`src/rtl/cpu_ctrl_pkg.sv`:
```
// ============================================================================
// Module   : cpu_ctrl_pkg
// Brief    : Opcode map, ALU op codes, PC source codes and FSM state encoding
// Revision : 1.0  initial release
// ============================================================================
`default_nettype none

package cpu_ctrl_pkg;

  localparam logic [3:0] OP_ADDI = 4'd0;
  localparam logic [3:0] OP_ADD  = 4'd1;
  localparam logic [3:0] OP_SUBI = 4'd2;
  localparam logic [3:0] OP_SUB  = 4'd3;
  localparam logic [3:0] OP_SLT  = 4'd4;
  localparam logic [3:0] OP_SLTI = 4'd5;
  localparam logic [3:0] OP_SRA  = 4'd6;
  localparam logic [3:0] OP_SLL  = 4'd7;
  localparam logic [3:0] OP_NAND = 4'd8;
  localparam logic [3:0] OP_LW   = 4'd9;
  localparam logic [3:0] OP_SW   = 4'd10;
  localparam logic [3:0] OP_BEQ  = 4'd11;
  localparam logic [3:0] OP_BNE  = 4'd12;
  localparam logic [3:0] OP_BLT  = 4'd13;
  localparam logic [3:0] OP_JMP  = 4'd14;
  localparam logic [3:0] OP_HLT  = 4'd15;

  localparam logic [3:0] ALU_NOP  = 4'd0;
  localparam logic [3:0] ALU_ADD  = 4'd1;
  localparam logic [3:0] ALU_SUB  = 4'd2;
  localparam logic [3:0] ALU_SLT  = 4'd3;
  localparam logic [3:0] ALU_SRA  = 4'd4;
  localparam logic [3:0] ALU_SLL  = 4'd5;
  localparam logic [3:0] ALU_NAND = 4'd6;

  localparam logic [1:0] PC_INC    = 2'd0;
  localparam logic [1:0] PC_BRANCH = 2'd1;
  localparam logic [1:0] PC_JUMP   = 2'd2;

  typedef enum logic [2:0] {
    FETCH     = 3'd0,
    DECODE    = 3'd1,
    EXECUTE   = 3'd2,
    MEMORY    = 3'd3,
    WRITEBACK = 3'd4,
    HALT      = 3'd5
  } state_t;

endpackage

`default_nettype wire

```
`src/rtl/ctrl_alu_decode.sv`:
```
// ============================================================================
// Module   : ctrl_alu_decode
// Brief    : Combinational opcode classifier feeding the multicycle control FSM
// Revision : 1.0  initial release
// ============================================================================
`default_nettype none

module ctrl_alu_decode
  import cpu_ctrl_pkg::*;
#(
  parameter int OPCODE_W = 4,
  parameter int ALUOP_W  = 4
) (
  input  logic [OPCODE_W-1:0] opcode,
  output logic [ALUOP_W-1:0]  alu_op,
  output logic                alu_src_imm,
  output logic                is_branch,
  output logic                is_jump,
  output logic                is_mem,
  output logic                is_load,
  output logic                is_halt,
  output logic                is_legal
);

  logic [3:0] op4;
  logic [3:0] alu_code;

  assign op4 = opcode[3:0];

  // Only the low 16 codes are defined; anything wider decodes as NOP.
  generate
    if (OPCODE_W > 4) begin : g_wide_opcode
      assign is_legal = ~|opcode[OPCODE_W-1:4];
    end else begin : g_narrow_opcode
      assign is_legal = 1'b1;
    end
  endgenerate

  always_comb begin
    alu_code    = ALU_NOP;
    alu_src_imm = 1'b0;
    is_branch   = 1'b0;
    is_jump     = 1'b0;
    is_mem      = 1'b0;
    is_load     = 1'b0;
    is_halt     = 1'b0;
    if (is_legal) begin
      case (op4)
        OP_ADDI: begin alu_code = ALU_ADD;  alu_src_imm = 1'b1; end
        OP_ADD:  alu_code = ALU_ADD;
        OP_SUBI: begin alu_code = ALU_SUB;  alu_src_imm = 1'b1; end
        OP_SUB:  alu_code = ALU_SUB;
        OP_SLT:  alu_code = ALU_SLT;
        OP_SLTI: begin alu_code = ALU_SLT;  alu_src_imm = 1'b1; end
        OP_SRA:  alu_code = ALU_SRA;
        OP_SLL:  alu_code = ALU_SLL;
        OP_NAND: alu_code = ALU_NAND;
        OP_LW:   begin alu_code = ALU_ADD; alu_src_imm = 1'b1; is_mem = 1'b1; is_load = 1'b1; end
        OP_SW:   begin alu_code = ALU_ADD; alu_src_imm = 1'b1; is_mem = 1'b1; end
        OP_BEQ, OP_BNE, OP_BLT: begin alu_code = ALU_SUB; is_branch = 1'b1; end
        OP_JMP:  is_jump = 1'b1;
        OP_HLT:  is_halt = 1'b1;
        default: alu_code = ALU_NOP;
      endcase
    end
  end

  assign alu_op = ALUOP_W'(alu_code);

endmodule

`default_nettype wire

```
`src/rtl/multicycle_ctrl_fsm.sv`:
```
// ============================================================================
// Module   : multicycle_ctrl_fsm
// Brief    : Multicycle control unit (FETCH/DECODE/EXECUTE/MEMORY/WRITEBACK/HALT)
// Revision : 1.0  initial release
// ============================================================================
`default_nettype none

module multicycle_ctrl_fsm
  import cpu_ctrl_pkg::*;
#(
  parameter int OPCODE_W      = 4,
  parameter int ALUOP_W       = 4,
  parameter int MEM_HANDSHAKE = 1
) (
  input  logic                clk,
  input  logic                rst_n,
  input  logic [OPCODE_W-1:0] opcode,
  input  logic                alu_zero,
  input  logic                alu_neg,
  input  logic                mem_ready,
  input  logic                resume,
  output logic [ALUOP_W-1:0]  alu_op,
  output logic                alu_src_imm,
  output logic                mem_read,
  output logic                mem_write,
  output logic                ir_write,
  output logic                pc_write,
  output logic [1:0]          pc_src,
  output logic                reg_write,
  output logic                wb_sel_mem,
  output logic                halted,
  output logic [2:0]          state_o
);

  state_t state, next_state;

  logic [ALUOP_W-1:0] dec_alu_op;
  logic dec_imm, is_branch, is_jump, is_mem, is_load, is_halt, is_legal;
  logic ready, branch_taken;
  logic [3:0] op4;

  ctrl_alu_decode #(
    .OPCODE_W (OPCODE_W),
    .ALUOP_W  (ALUOP_W)
  ) u_decode (
    .opcode      (opcode),
    .alu_op      (dec_alu_op),
    .alu_src_imm (dec_imm),
    .is_branch   (is_branch),
    .is_jump     (is_jump),
    .is_mem      (is_mem),
    .is_load     (is_load),
    .is_halt     (is_halt),
    .is_legal    (is_legal)
  );

  assign ready = (MEM_HANDSHAKE == 0) ? 1'b1 : mem_ready;
  assign op4   = opcode[3:0];

  assign branch_taken = ((op4 == OP_BEQ) &&  alu_zero) ||
                        ((op4 == OP_BNE) && !alu_zero) ||
                        ((op4 == OP_BLT) &&  alu_neg);

  always_ff @(posedge clk or negedge rst_n) begin
    if (!rst_n) state <= FETCH;
    else        state <= next_state;
  end

  always_comb begin
    next_state  = state;
    alu_op      = '0;
    alu_src_imm = 1'b0;
    mem_read    = 1'b0;
    mem_write   = 1'b0;
    ir_write    = 1'b0;
    pc_write    = 1'b0;
    pc_src      = PC_INC;
    reg_write   = 1'b0;
    wb_sel_mem  = 1'b0;
    halted      = 1'b0;
    case (state)
      FETCH: begin
        mem_read = 1'b1;
        if (ready) begin
          ir_write   = 1'b1;
          pc_write   = 1'b1;
          next_state = DECODE;
        end
      end
      DECODE: begin
        if (is_halt)        next_state = HALT;
        else if (!is_legal) next_state = FETCH;
        else                next_state = EXECUTE;
      end
      EXECUTE: begin
        alu_op      = dec_alu_op;
        alu_src_imm = dec_imm;
        if (is_branch) begin
          pc_write   = branch_taken;
          pc_src     = PC_BRANCH;
          next_state = FETCH;
        end else if (is_jump) begin
          pc_write   = 1'b1;
          pc_src     = PC_JUMP;
          next_state = FETCH;
        end else if (is_mem) begin
          next_state = MEMORY;
        end else begin
          next_state = WRITEBACK;
        end
      end
      MEMORY: begin
        mem_read  = is_mem &&  is_load;
        mem_write = is_mem && !is_load;
        if (ready) next_state = (is_mem && is_load) ? WRITEBACK : FETCH;
      end
      WRITEBACK: begin
        reg_write  = 1'b1;
        wb_sel_mem = is_load;
        next_state = FETCH;
      end
      HALT: begin
        halted = 1'b1;
        if (resume) next_state = FETCH;
      end
      default: next_state = FETCH;
    endcase
    // Reset must silence requests immediately, not at the next edge.
    if (!rst_n) begin
      alu_op      = '0;
      alu_src_imm = 1'b0;
      mem_read    = 1'b0;
      mem_write   = 1'b0;
      ir_write    = 1'b0;
      pc_write    = 1'b0;
      pc_src      = PC_INC;
      reg_write   = 1'b0;
      wb_sel_mem  = 1'b0;
      halted      = 1'b0;
    end
  end

  assign state_o = state;

endmodule

`default_nettype wire

```
`config.mk`:
```
export PLATFORM = sky130hd
export DESIGN_NAME = multicycle_ctrl_fsm
export DESIGN_NICKNAME = d
export VERILOG_FILES = /design/src/rtl/cpu_ctrl_pkg.sv /design/src/rtl/ctrl_alu_decode.sv /design/src/rtl/multicycle_ctrl_fsm.sv
export SDC_FILE = /design/constraint.sdc
export NUM_CORES = 1
export LEC_CHECK = 0
export CAP_MARGIN = 30
export CORE_MARGIN = 1
export CORE_UTILIZATION = 38
export CTS_CLUSTER_SIZE = 20
export DETAILED_ROUTE_END_ITERATION = 7
export GPL_TIMING_DRIVEN = 0
export MAX_ROUTING_LAYER = met4
export PLACE_DENSITY_LB_ADDON = 0.3
export SLEW_MARGIN = 20
export SYNTH_ARGS = -nofsm -noshare
export SYNTH_HDL_FRONTEND = slang
export SYNTH_SLANG_ARGS = --single-unit
```
`constraint.sdc`:
```
create_clock -name clk -period 1.8 [get_ports clk]
set_clock_uncertainty 0.2 [all_clocks]
set_input_delay 0.36 -clock clk [delete_from_list [all_inputs] [get_ports clk]]
set_output_delay 0.36 -clock clk [all_outputs]
set_load 0.05 [all_outputs]
```
==> results of run 1 <==
==> per-stage QoR <==
step	hold WS (ns)	worst slack, ns	cells	instance area [µm²]
after detailed placement	0.308	-1.33	113	942
after global placement	0.316	-1.27	113	942
after floorplan	-0.136	-0.523	74	674
==> kinds of logic after synthesis <==
family | Yosys count | synth area share [%]
AO/OA/AOI/OAI | 20 | 28.6
XOR/XNOR | 2 | 3.40
buffers and inverters | 9 | 10.2
flip-flops | 3 | 14.6
multiplexers | 1 | 1.94
other | 1 | 0.727
AND/OR/NAND/NOR | 38 | 40.5
==> synth_stat cells <==
library cell | count | area share (%)
a211oi_1 | 1 | 1.5
a21o_1 | 2 | 2.9
a21oi_1 | 5 | 4.9
a21oi_2 | 1 | 1.7
a221oi_1 | 1 | 1.7
a22oi_1 | 1 | 1.5
and2b_1 | 1 | 1.5
buf_2 | 3 | 2.9
buf_4 | 2 | 2.9
buf_6 | 1 | 2.2
conb_1 | 1 | 0.73
dfrtp_1 | 3 | 15
inv_1 | 3 | 2.2
mux2i_1 | 1 | 1.9
nand2_1 | 5 | 3.6
nand2b_1 | 4 | 4.9
nand3_1 | 1 | 0.97
nand3b_1 | 1 | 1.5
nand4_1 | 1 | 1.2
nor2_1 | 10 | 7.3
nor2b_1 | 4 | 4.9
nor3_1 | 3 | 2.9
nor3_2 | 1 | 1.9
nor3b_1 | 1 | 1.5
nor4_1 | 2 | 2.4
o21ai_0 | 1 | 0.97
o21bai_1 | 3 | 4.4
o22ai_1 | 1 | 1.2
o31ai_2 | 1 | 2.4
o32a_1 | 2 | 3.9
o41ai_1 | 1 | 1.7
or2_2 | 1 | 1.2
or2b_1 | 1 | 1.5
or3_1 | 1 | 1.2
or4bb_1 | 1 | 2.2
xnor2_1 | 1 | 1.7
xor2_1 | 1 | 1.7
==> impl_metrics.tcl, run 1 <==
set metrics [dict create \
    die_h_um 38.8 \
    syn_avg_cell_area_um2 6.97 \
    synth_area_um2 515 \
    start_util_pct 43.5 \
    syn-num-nets 84 \
    cts_sinks 3 \
    cts_setup_buffers 21 \
    ios 27 \
    rows 12 \
    dpl.hpwl_um 1250 \
    cts-root-buf "clkbuf_4" \
    syn_inst 74 \
    error "[ERROR DPL-0038] Utilization greater than 100%, impossible to legalize" \
    yosys_register_bits 3 \
    gp_congestion 0.933 \
    die_x_um 38.8 \
    synth_cell_types 37 \
    cts_buffers 3 \
    htreeDepth 1 \
    clk_path_buf_depth 2 \
    stop_stage "clock tree synthesis (4_1_cts)" \
    cts_hold_buf 1 \
    numPortBuffers 25 \
    yosysSeqAreaShare_pct 14.6 \
    cts.repair.resized 148 \
    ys.warnings.count 0 \
    status "aborted with a tool error" \
]
==> inputs of run 2 (changes only) <==
CORE_AREA = 2 2 63 65   (was default)
CORE_MARGIN = default   (was 1)
CORE_UTILIZATION = default   (was 38)
CTS_CLUSTER_SIZE = default   (was 20)
DIE_AREA = 0 0 65 67   (was default)
MAX_ROUTING_LAYER = default   (was met4)
PLACE_DENSITY_LB_ADDON = 0.15   (was 0.3)
==> run 2 against run 1 <==
Net effect:
- the flow now finishes, with violations (negative setup slack)
- synthesized area unchanged
- synthesized cell count unchanged
==> impl_metrics.tcl, run 2 <==
set metrics [dict create \
    hold_violations 0 \
    drv_slew 0 \
    worst_ir_drop_vdd_v 0.00100 \
    dpl.hpwl_um 1360 \
    routed-via-count 727 \
    dominantRegCellSynth "dfrtp_1" \
    period_share_pct 113 \
    violations "negative setup slack" \
    power_density_nw_per_um2 1110 \
    grt_max_degree 8 \
    crit_path_frequent_cell "buf_6" \
    synth-adder-area-share_pct 0 \
    diodes 0 \
    synthArstFlopShare_pct 100 \
    ios 27 \
    final_common_cell "buf_4" \
    clk_path_buf_depth 2 \
    yosysSeqAreaShare_pct 14.6 \
    synth_xor_xnor_area_share_pct 3.40 \
    cts-root-buf "clkbuf_8" \
    max_freq_ghz 0.490 \
    critical_path_arrival_ns 1.48 \
    wl_per_cell_um 11.3 \
    layout.nets 141 \
    clkLatencyLatePin_ns 0.21 \
    status "finished, violations left" \
    cap_violations 0 \
    via_per_inst 4.08 \
    synth_top_family_by_area "simple AND/OR/NAND/NOR gates" \
    numPortBuffers 25 \
    rows 22 \
    areaGrowthSynthToFinish_pct 162 \
    antenna_found_initial 0 \
    stdcell_area_um2 1350 \
    synthTopCellsByArea "dfrtp_1 (15%), nor2_1 (7.3%), a21oi_1 (4.9%), nand2b_1 (4.9%), nor2b_1 (4.9%)" \
    first_pass_iters 4 \
    crit_fanout 4 \
    drt_iter0_markers 18 \
    fp.dieArea_um2 4360 \
    required_ns 1.24 \
    synth_compound_area_share_pct 28.6 \
    synth_common_cells "nor2_1 (10), a21oi_1 (5), nand2_1 (5)" \
    detail-route-antenna-nets 0 \
    synth_area_um2 515 \
    worstSetupPathType "reg2out" \
    grt_first_pass_wirelength_um 3570 \
    crit_chain "buf_6 > or2_4 > nor3_4 > o21bai_4 > buf_6" \
    yosys-mux-area-fraction_pct 1.94 \
    cp-start-kind "flop" \
    ys.warnings.count 0 \
    synth-simple-area-share_pct 40.5 \
    syn-num-nets 84 \
    syn_avg_cell_area_um2 6.97 \
    period_needed_ns 2.04 \
    yosys.cell_count.top_type "nor2_1" \
    setup_viol_count_final 13 \
    pre_cts_slack_ns -1.36 \
    die_h_um 67 \
    cts_buffers 3 \
    fillers 375 \
    synth-edff-count 0 \
    placed_area_um2 985 \
    holdWs_ns 0.375 \
    grt_pass1_vias 770 \
    dp_cells 147 \
    rsz0062_at_grt "yes" \
    htreeDepth 1 \
    largest_register_ffs 3 \
    syn_inst 74 \
    power.leakage_nw 0.582 \
    worst_slack_ns -0.241 \
    r2r_setup_slack_ns 0.11 \
    start_util_pct 14.3 \
    drive_above_1_share_pct 66.9 \
    max_stage_delay_ns 0.41 \
    cts_sinks 3 \
    clk_pin_slew_ns 0.03 \
    grt.total_usage_pct 10.6 \
    gp_congestion 0.710 \
    drc 0 \
    crit_slowest_cell "dfrtp_2" \
    die_x_um 65 \
    yosys_register_bits 3 \
    grt.overflow.total 0 \
    synth_top_area_share_pct 14.6 \
    mostFrequentLayoutCells "buf_4 (24), buf_6 (19), nor2_4 (7), a21oi_1 (5)" \
    coreArea_um2 3610 \
    drt-total-wl_um 2020 \
    synth_cell_types 37 \
    yosysTopAreaCell "dfrtp_1" \
    cp-end-kind "output port" \
    cts_tree "built" \
    final_cells 178 \
    hold_path.class "reg2reg" \
]
==> run 2: cell counts after synthesis <==
No cell type changed its count.
==> run 2: repair_timing <==
item / 4_1_cts / 5_1_grt
hold endpoints to repair: 3 / 0
setup endpoints to repair: 18 / 14
setup buffers: 22 / 5
gates resized for setup: 139 / 11
pin swaps: 12 / 4
hold buffers: 1 / 0
==> run 2: final timing paths <==
| kind | startpoint | to | depth (start not counted) |
|---|---|---|---|
| worst max-delay path | state_o[1]$_DFFE_PN0P_ | pc_write | 5 |
| worst min-delay path | state_o[2]$_DFFE_PN0P_ | state_o[0]$_DFFE_PN0P_ | 1 |
| worst max register to register | state_o[1]$_DFFE_PN0P_ | state_o[2]$_DFFE_PN0P_ | 6 |
| worst min register to register | state_o[2]$_DFFE_PN0P_ | state_o[0]$_DFFE_PN0P_ | 1 |
| max in group asynchronous | rst_n | state_o[0]$_DFFE_PN0P_ | 2 |
| min in group asynchronous | rst_n | state_o[1]$_DFFE_PN0P_ | 2 |
==> run 2: final cells by class <==
type,count,area (µm²),share of cell area [%]
multi-input combinational,62,604,44.8
timing repair buffer,52,487,36.1
sequential,3,78.8,5.84
buffer,6,63.8,4.73
tap,48,60.1,4.45
clock buffer,4,45.0,3.34
inverter,3,11.3,0.834
==> run 2: critical path, delay by kind of cell, from the launching register on <==
family,cells,cell delay (ns)
flops,1,0.41
simple gates,2,0.42
compound gates,1,0.15
buf+inv,2,0.30
==> run 2: cell families (layout without fill, tap and decap cells) <==
kind of cell	Yosys count	count (layout)
buffers and inverters	9	65
flip-flops	3	3
AND/OR/NAND/NOR	38	38
other	1	1
multiplexers	1	1
XOR/XNOR	2	2
AO/OA/AOI/OAI	20	20
==> run 2: stage by stage <==
step / utilization [%] / TNS [ns] / total power, mW
after floorplan: - / -2.97 / 0.763
after global placement: 27.3 / -15.62 / 0.988
after detailed placement: 27.3 / -15.79 / 0.983
after CTS: 36.1 / -1.75 / 1.42
after global routing: 37.4 / -2.56 / 1.61
final: 37.4 / -1.64 / 1.50
==> run 2: where the power goes <==
part	total, mW	switching [mW]	internal, mW
sequential	0.161	0.0561	0.105
clock	0.194	0.0429	0.151
combinational	1.15	0.617	0.530
==> run 2: routing by layer <==
metal	GRT usage (%)	part of all wire, %	up-vias
li1	-	-	375
met1	13.9	48	328
met2	17.4	45	24
met3	3.21	6.5	0
met4	1.60	0	0
met5	0	0	-
Note: power is estimated with default switching activity, not from simulation.
